$ cat src/rtl/matmat_pkg.sv
// Shared types and helpers for the sequential matrix multiplier.
package matmat_pkg;

  typedef enum logic [1:0] {
    ST_IDLE    = 2'd0,
    ST_COMPUTE = 2'd1,
    ST_DONE    = 2'd2
  } state_e;

  // Wide enough that a full N-term dot product of unsigned W-bit elements never wraps.
  function automatic int acc_width(input int data_width, input int matrix_size);
    return 2 * data_width + $clog2(matrix_size);
  endfunction

  function automatic int elem_lsb(input int r, input int c, input int n, input int w);
    return (r * n + c) * w;
  endfunction

endpackage

$ cat src/rtl/matmat_mac.sv
// Single multiply-accumulate lane with wrap/saturate reduction of the completed dot product.
module matmat_mac import matmat_pkg::*; #(
  parameter int DATA_WIDTH  = 8,
  parameter int MATRIX_SIZE = 4,
  parameter int SATURATE    = 0
) (
  input  logic                  clk,
  input  logic                  rst,
  input  logic                  clear_i,
  input  logic                  en_i,
  input  logic                  last_i,
  input  logic [DATA_WIDTH-1:0] a_i,
  input  logic [DATA_WIDTH-1:0] b_i,
  output logic [DATA_WIDTH-1:0] res_o,
  output logic                  ovf_o
);

  localparam int ACC_W = acc_width(DATA_WIDTH, MATRIX_SIZE);

  logic [2*DATA_WIDTH-1:0] prod;
  logic [ACC_W-1:0]        sum;
  logic [ACC_W-1:0]        acc_q;
  logic [ACC_W-1:0]        acc_d;

  assign prod  = {{DATA_WIDTH{1'b0}}, a_i} * {{DATA_WIDTH{1'b0}}, b_i};
  assign sum   = acc_q + ACC_W'(prod);
  // res_o/ovf_o are only meaningful on the last term of a dot product.
  assign ovf_o = |sum[ACC_W-1:DATA_WIDTH];
  assign res_o = ((SATURATE != 0) && ovf_o) ? '1 : sum[DATA_WIDTH-1:0];

  always_comb begin
    acc_d = acc_q;
    if (clear_i) begin
      acc_d = '0;
    end else if (en_i) begin
      acc_d = last_i ? '0 : sum;
    end
  end

  always_ff @(posedge clk or posedge rst) begin
    if (rst) begin
      acc_q <= '0;
    end else begin
      acc_q <= acc_d;
    end
  end

endmodule

$ cat src/rtl/matmat_seq.sv
// Sequential NxN matrix multiplier: one MAC per cycle, valid/ready on both sides.
// Handshakes: a transfer happens on a rising edge where valid and ready are both high.
module matmat_seq import matmat_pkg::*; #(
  parameter int DATA_WIDTH  = 8,
  parameter int MATRIX_SIZE = 4,
  parameter int SATURATE    = 0
) (
  input  logic                                            clk,
  input  logic                                            rst,
  input  logic                                            in_valid,
  output logic                                            in_ready,
  input  logic [MATRIX_SIZE*MATRIX_SIZE*DATA_WIDTH-1:0]   matrix_a,
  input  logic [MATRIX_SIZE*MATRIX_SIZE*DATA_WIDTH-1:0]   matrix_b,
  output logic                                            out_valid,
  input  logic                                            out_ready,
  output logic [MATRIX_SIZE*MATRIX_SIZE*DATA_WIDTH-1:0]   mul,
  output logic                                            overflow,
  output state_e                                          state_o
);

  localparam int N  = MATRIX_SIZE;
  localparam int W  = DATA_WIDTH;
  localparam int CW = $clog2(N);
  localparam logic [CW-1:0] LAST = CW'(N - 1);

  state_e        state_q;
  logic          in_ready_q;
  logic          out_valid_q;
  logic          overflow_q;
  logic          ovf_q;
  logic [CW-1:0] row_q;
  logic [CW-1:0] col_q;
  logic [CW-1:0] k_q;

  logic [W-1:0] a_in  [N][N];
  logic [W-1:0] b_in  [N][N];
  logic [W-1:0] a_q   [N][N];
  logic [W-1:0] b_q   [N][N];
  logic [W-1:0] res_q [N][N];
  logic [W-1:0] mul_q [N][N];

  logic [W-1:0] mac_res;
  logic         mac_ovf;

  for (genvar r = 0; r < N; r++) begin : g_row
    for (genvar c = 0; c < N; c++) begin : g_col
      assign a_in[r][c]                          = matrix_a[elem_lsb(r, c, N, W) +: W];
      assign b_in[r][c]                          = matrix_b[elem_lsb(r, c, N, W) +: W];
      assign mul[elem_lsb(r, c, N, W) +: W]      = mul_q[r][c];
    end
  end

  matmat_mac #(
    .DATA_WIDTH  (W),
    .MATRIX_SIZE (N),
    .SATURATE    (SATURATE)
  ) u_mac (
    .clk     (clk),
    .rst     (rst),
    .clear_i ((state_q == ST_IDLE) && in_valid),
    .en_i    (state_q == ST_COMPUTE),
    .last_i  (k_q == LAST),
    .a_i     (a_q[row_q][k_q]),
    .b_i     (b_q[k_q][col_q]),
    .res_o   (mac_res),
    .ovf_o   (mac_ovf)
  );

  always_ff @(posedge clk or posedge rst) begin
    if (rst) begin
      state_q     <= ST_IDLE;
      in_ready_q  <= 1'b1;
      out_valid_q <= 1'b0;
      overflow_q  <= 1'b0;
      ovf_q       <= 1'b0;
      row_q       <= '0;
      col_q       <= '0;
      k_q         <= '0;
      for (int r = 0; r < N; r++) begin
        for (int c = 0; c < N; c++) begin
          a_q[r][c]   <= '0;
          b_q[r][c]   <= '0;
          res_q[r][c] <= '0;
          mul_q[r][c] <= '0;
        end
      end
    end else begin
      case (state_q)
        ST_IDLE: begin
          if (in_valid) begin
            a_q        <= a_in;
            b_q        <= b_in;
            row_q      <= '0;
            col_q      <= '0;
            k_q        <= '0;
            ovf_q      <= 1'b0;
            in_ready_q <= 1'b0;
            state_q    <= ST_COMPUTE;
          end
        end
        ST_COMPUTE: begin
          if (k_q != LAST) begin
            k_q <= k_q + 1'b1;
          end else begin
            k_q                 <= '0;
            res_q[row_q][col_q] <= mac_res;
            ovf_q               <= ovf_q | mac_ovf;
            if (col_q != LAST) begin
              col_q <= col_q + 1'b1;
            end else begin
              col_q <= '0;
              if (row_q != LAST) begin
                row_q <= row_q + 1'b1;
              end else begin
                // Final element bypasses res_q so the whole result lands in mul at once.
                row_q            <= '0;
                mul_q            <= res_q;
                mul_q[N-1][N-1]  <= mac_res;
                overflow_q       <= ovf_q | mac_ovf;
                out_valid_q      <= 1'b1;
                state_q          <= ST_DONE;
              end
            end
          end
        end
        ST_DONE: begin
          if (out_ready) begin
            out_valid_q <= 1'b0;
            in_ready_q  <= 1'b1;
            state_q     <= ST_IDLE;
          end
        end
        default: state_q <= ST_IDLE;
      endcase
    end
  end

  assign in_ready  = in_ready_q;
  assign out_valid = out_valid_q;
  assign overflow  = overflow_q;
  assign state_o   = state_q;

endmodule

$ cat config.mk
export PLATFORM = sky130hd
export DESIGN_NAME = matmat_seq
export DESIGN_NICKNAME = d
export VERILOG_FILES = /design/src/rtl/matmat_pkg.sv /design/src/rtl/matmat_mac.sv /design/src/rtl/matmat_seq.sv
export SDC_FILE = /design/constraint.sdc
export NUM_CORES = 1
export LEC_CHECK = 0
export ABC_AREA = 0
export BUFFER_PORTS_ARGS = -buffer_cell sky130_fd_sc_hd__buf_2
export CORE_MARGIN = 2
export CORE_UTILIZATION = 42
export CTS_BUF_LIST = sky130_fd_sc_hd__clkbuf_4 sky130_fd_sc_hd__clkbuf_8 sky130_fd_sc_hd__clkbuf_16
export DETAILED_ROUTE_END_ITERATION = 10
export PLACE_DENSITY = 0.64
export SLEW_MARGIN = 40
export SYNTH_ARGS = -nofsm -noshare
export SYNTH_HDL_FRONTEND = slang
export SYNTH_HIERARCHICAL = 1
export SYNTH_SLANG_ARGS = --single-unit
$ cat constraint.sdc
create_clock -name clk -period 37.3 [get_ports clk]
set_input_delay 1.865 -clock clk [delete_from_list [all_inputs] [get_ports clk]]
set_output_delay 1.865 -clock clk [all_outputs]
set_load 0.02 [all_outputs]
# Word level (Yosys, flattened, before mapping)
# Cells that the tools add are included.
word_totals:
  ff_bits: 542
  output_inout_bits: 133
  wordCells: 165
op_classes:
  addsub: 4
  n_mul: 1
  order_cmp: 5
  eq_ne: 11
  mux: 46
  bitwise: 7
  n_reduce_logical: 18
op_table:
  columns: ["cell", "count"]
  rows:
  - ["$mux 32", 5]
  - ["$bmux 32 s2", 2]
  - ["$bwmux 128", 1]
  - ["$demux 32 s2", 1]
  - ["$mux 18", 3]
  - ["$mux 8", 5]
  - ["$bmux 8 s2", 2]
  - ["$mux 2", 12]
  - ["$add 18x16->18", 1]
  - ["$demux 8 s2", 1]
  - ["$mul 8x8->16", 1]
  - ["$ne 2x2->1 const B", 8]
  - ["$pmux 2 s2", 3]
  - ["$reduce_and 5->1", 2]
  - ["$reduce_or 10->1", 1]
  - ["$ge 3x3->1 const B", 3]
  - ["$not 2->3", 3]
  - ["$reduce_and 4->1", 2]
  - ["$reduce_bool 2->1", 4]
  - ["$mux 1", 7]
  - ["$add 2x1->2 const B", 3]
  - ["$lt 3x1->1 const B", 2]
  - ["$pmux 1 s2", 3]
  - ["$pmux 2 s3", 1]
  - ["8 further kinds", 16]

# Longest topological paths before layout
logic_depth:
  word_depth: 13
  ltp_mapped: 25

# Hierarchy
# Netlist, hierarchy kept.
by_module_without_submodules:
  columns: ["module", "n_inst", "cells_each", "area_each_um2", "seq_area_each_um2"]
  rows:
  - ["matmat_seq", 1, 1290, 21729.6, 12913.6]
  - ["matmat_mac", 1, 392, 3418.3, 450.4]

# Worst setup path after synthesis
# OpenSTA, ideal clock, no wires.
synth_timing:
  path_kind: "register to register"
  from: "register row_q[0]"
  to: "register overflow_q, in the netlist overflow"
  setup_ps: 124
  t_arrival_ps: 5897
  t_required_ps: 37176
  path_slack_ps: 31279
  path_stages_with_launch: 22
  n_path_buf: 2
  period_less_slack_ps: 6021
  path_cell_list: "dfrtp_1 -> buf_2 -> buf_2 -> mux4_2 -> a22oi_1 -> nand2_1 -> and2_1 -> fa_1 -> inv_1 -> fa_1 -> fa_1 -> fa_1 -> inv_1 -> ha_1 -> a21o_1 -> a31oi_1 -> a211oi_1 -> or4_1 -> a211oi_1 -> nand4_1 -> nor2_1 -> mux2i_1"
synth_between:
  elab_chain_cells: 11
synth_rtl:
  columns: ["item", "line_no", "source"]
  rows:
  - ["start, declared", "matmat_seq.sv:31", "logic [CW-1:0] row_q;"]
  - ["start signal, assigned", "matmat_seq.sv:113", "row_q <= row_q + 1'b1;"]
  - ["$not 2->3 (implied by the code)", "matmat_seq.sv:63", ".a_i (a_q[row_q][k_q]),"]
  - ["$bmux 32 s2", "matmat_seq.sv:63", null]
  - ["$mux 32 (implied by the code) (2 in series)", "matmat_seq.sv:63", null]
  - ["$bmux 8 s2", "matmat_seq.sv:63", null]
  - ["$mux 8 (implied by the code) (2 in series)", "matmat_seq.sv:63", null]
  - ["$mul 8x8->16", "matmat_mac.sv:25", "assign prod = {{DATA_WIDTH{1'b0}}, a_i} * {{DATA_WIDTH{1'b0}}, b_i};"]
  - ["$add 18x16->18", "matmat_mac.sv:26", "assign sum = acc_q + ACC_W'(prod);"]
  - ["$reduce_or 10->1", "matmat_mac.sv:28", "assign ovf_o = |sum[ACC_W-1:DATA_WIDTH];"]
  - ["named net mac_ovf", "matmat_seq.sv:43", "logic mac_ovf;"]
  - ["$or 1x1->1", "matmat_seq.sv:119", "overflow_q <= ovf_q | mac_ovf;"]
  - ["end signal, assigned", "matmat_seq.sv:119", null]
  - ["end, declared", "matmat_seq.sv:29", "logic overflow_q;"]
# The timed path passes the listed nets, and every way through them passes these cells. The select of a mux whose other input is x is not followed.
# A chain may end at the register's enable or synchronous reset.

# Worst setup path after layout
# Ends and elaborated chain as after synthesis.

==> results by group <==
Status
  – Status: finished, violations left
  – Failing checks: design-rule violations

STA
  – Setup violations, final: 0
  – Period utilization: 19.0%
  – Measured slew at the worst slew-check pin: 841 ps
  – RSZ-0062 raised after global routing: false
  – Final hold vios: 0
  – TNS Setup: 0 ps
  – Max-slew headroom: 43.9%
  – Clock Skew: 23.1 ps
  – Max Freq: 0.141 GHz
  – Worst hold slack: 485 ps
  – Slew Limit Fails: 0
  – Min cycle time layout: 7080 ps

Floorplan
  – Total Die Area: 61800 µm²
  – Starting density of the core: 42.5%
  – Core area: 59100 µm²
  – Die H: 249 µm
  – IO Count: 393
  – Die X: 249 µm
  – Rows: 89

GRT
  – All-Layer GR Usage: 20.4%
  – Remaining Overflow, GRT: 0
  – Largest net degree at the start of global routing: 141
  – Antenna violations before repair: 24
  – Vias in the first global route: 16.2k
  – First-pass GRT wire length: 98000 µm

Worst setup path
  – Startpoint class of the critical path: flip-flop
  – WP data required: 37800 ps
  – CP Class: reg2reg
  – Worst Path Arrival: 7580 ps
  – Crit-path max FO: 35
  – CP endpoint kind: flip-flop

Route
  – DR WL/cell: 21.7 µm
  – Drt via density: 5.23
  – Routed WL: 62600 µm
  – Vias: 15.1k
  – Iter 0 DRT Violations: 1006
  – DRC: 40
  – First-pass DRT Iterations: 10
  – DRT antenna net count: 0

Hold path
  – Worst Hold Class: reg2reg

Logic synthesis
  – YS warnings: 6
  – Prevailing post-synth register cell: dfrtp_1
  – Ys async rst share: 100%
  – Cells after Synth: 1682
  – Yosys reg bits: 534
  – Syn_nets: 2041
  – Post-synth EDFFs: 0
  – Synth unique cells: 61
  – Synthesized area per cell: 15.0 µm²
  – Mapped Area: 25100 µm²
  – Sequential-to-total area share from yosys stat: 53.1%

CTS
  – Setup bufs post-CTS: 0
  – Hold_buf cts: 0
  – TritonCTS clock tree: done
  – Worst skew pair latency: 630 ps
  – CTS resizes: 0
  – Root Buffer: clkbuf_16
  – CTS Buffer Depth: 3
  – Total CTS buffers: 57
  – CTS sink count: 534
  – CTS clock-pin slew for the worst setup and hold paths: 60 ps
  – H-tree Lvls: 2

Finish
  – Layout area overhead: 18.7%
  – Final layout net count: 2422
  – Final cell count without fillers: 2890
  – Share of layout cells above drive strength 1: 52.7%
  – Final core occ: 50.5%

Placed design
  – Dpl cells: 2777
  – IO Port Bufs: 392
  – DP Wirelength: 44700 µm
  – GP Congestion: 0.842

Flow run
  – Total of max-cap violations: 0
-- final cells by class --
type	instances	area, µm²
inverter	111	429
clock buffer	81	1680
antenna	8	20.0
sequential	534	13400
fill	4997	29300
timing repair buffer	410	2230
tap	773	967
clock inverter	24	289
multi-input combinational	949	10900
-- flip-flops by register name, summed over array words and instances, names as in the netlist --
| signal | cells |
|---|---|
| in_ready | 1 |
| b_q | 128 |
| a_q | 128 |
| col_q | 2 |
| overflow | 1 |
| u_mac/acc_q | 18 |
| row_q | 2 |
| out_valid | 1 |
| state_o | 2 |
| k_q | 2 |
| mul | 128 |
| res_q | 120 |
| ovf_q | 1 |
-- routing by layer --
layer	global-route usage, %	vias to the layer above	share of wire, %
met3	4.81	117	5.9
li1	-	6755	-
met4	5.35	32	2.2
met2	33.5	397	48
met1	27.3	7806	43
met5	0	-	0.32
-- kinds of logic (layout without fill, tap and decap cells) --
group           Yosys count  after routing  synth area share [%]
simple gates            159            159                  3.28
buf+inv                 199            626                  3.87
flops                   534            534                  53.1
mux                     573            573                  29.8
compound gates          106            106                  3.07
other cells               0              8                     0
fa+ha+maj                99             99                  6.42
xor+xnor                 12             12                 0.418
-- critical path, cell delays in order (launching register included) --
cell and delay [ps]:
dfrtp_2 360, buf_4 580, mux4_2 590, a22oi_1 340, nand2_1 330, and2_1 280, fa_1 500, fa_1 510
inv_1 50, fa_1 460, fa_1 550, inv_1 40, ha_1 400, a21o_1 230, a221oi_2 530, o21ai_1 170
xor2_1 180, a2111oi_0 430, nand4_1 180, nor2_1 140, mux2i_1 70
-- metrics by stage --
step	worst slack (ps)	area, µm²
6_report	30220	29900
5_1_grt	29650	29800
4_1_cts	30110	29800
3_5_place_dp	30130	27900
3_3_place_gp	30080	27700
2_1_floorplan	21020	25100
-- synth_stat cells, types with 2 or more instances --
cell type	number	area (µm²)
dfrtp_1	533	13300
mux2_2	417	4700
inv_1	111	417
mux2_4	87	1310
nand2_1	73	274
mux4_2	64	1440
fa_1	50	1000
ha_1	49	613
and2_1	33	206
a22oi_1	32	240
buf_2	26	130
clkbuf_1	26	97.6
buf_4	22	165
a21oi_1	18	90.1
a22o_1	14	123
nor2_1	13	48.8
o21ai_0	11	55.1
buf_8	9	135
a21o_1	6	45.0
nand4_1	6	37.5
nor2b_1	6	37.5
xnor2_1	6	52.6
xor2_1	6	52.6
mux2i_1	5	50.1
a32o_1	4	40.0
nand4_2	4	50.1
nor3_1	3	15.0
or3_1	3	18.8
a211o_1	2	17.5
a211oi_1	2	15.0
a2bb2oi_1	2	17.5
and4b_1	2	20.0
buf_1	2	7.51
clkbuf_2	2	10.0
nand3_1	2	10.0
nor3_2	2	20.0
nor3b_1	2	15.0
o211ai_1	2	15.0
o221a_2	2	22.5
or4_1	2	15.0
-- worst paths after layout --
check,cells past startpoint,startpoint,slack [ps],endpoint
worst max-delay path,20,row_q[0],30220,overflow
worst min-delay path,1,res_q[39],490,mul[95]
worst min register to register,1,res_q[39],490,mul[95]
max in group asynchronous,4,rst,34400,a_q[102]
worst max register to register,20,row_q[0],30220,overflow
min in group asynchronous,2,rst,1330,u_mac/acc_q[13]
-- cell usage in the layout, fill, tap and decap left out, types with 18 or more instances in the layout --
master and instances:
mux4_2 64, mux2_2 417, and2_1 34, a21oi_1 18, fa_1 49, buf_2 392
ha_1 45, clkbuf_16 57, inv_1 109, a22oi_1 32, nand2_1 73, dfrtp_1 529
mux2_4 87
Power is not shown: default switching activity piles up to over one toggle a cycle in this logic, so the estimate is an artifact.
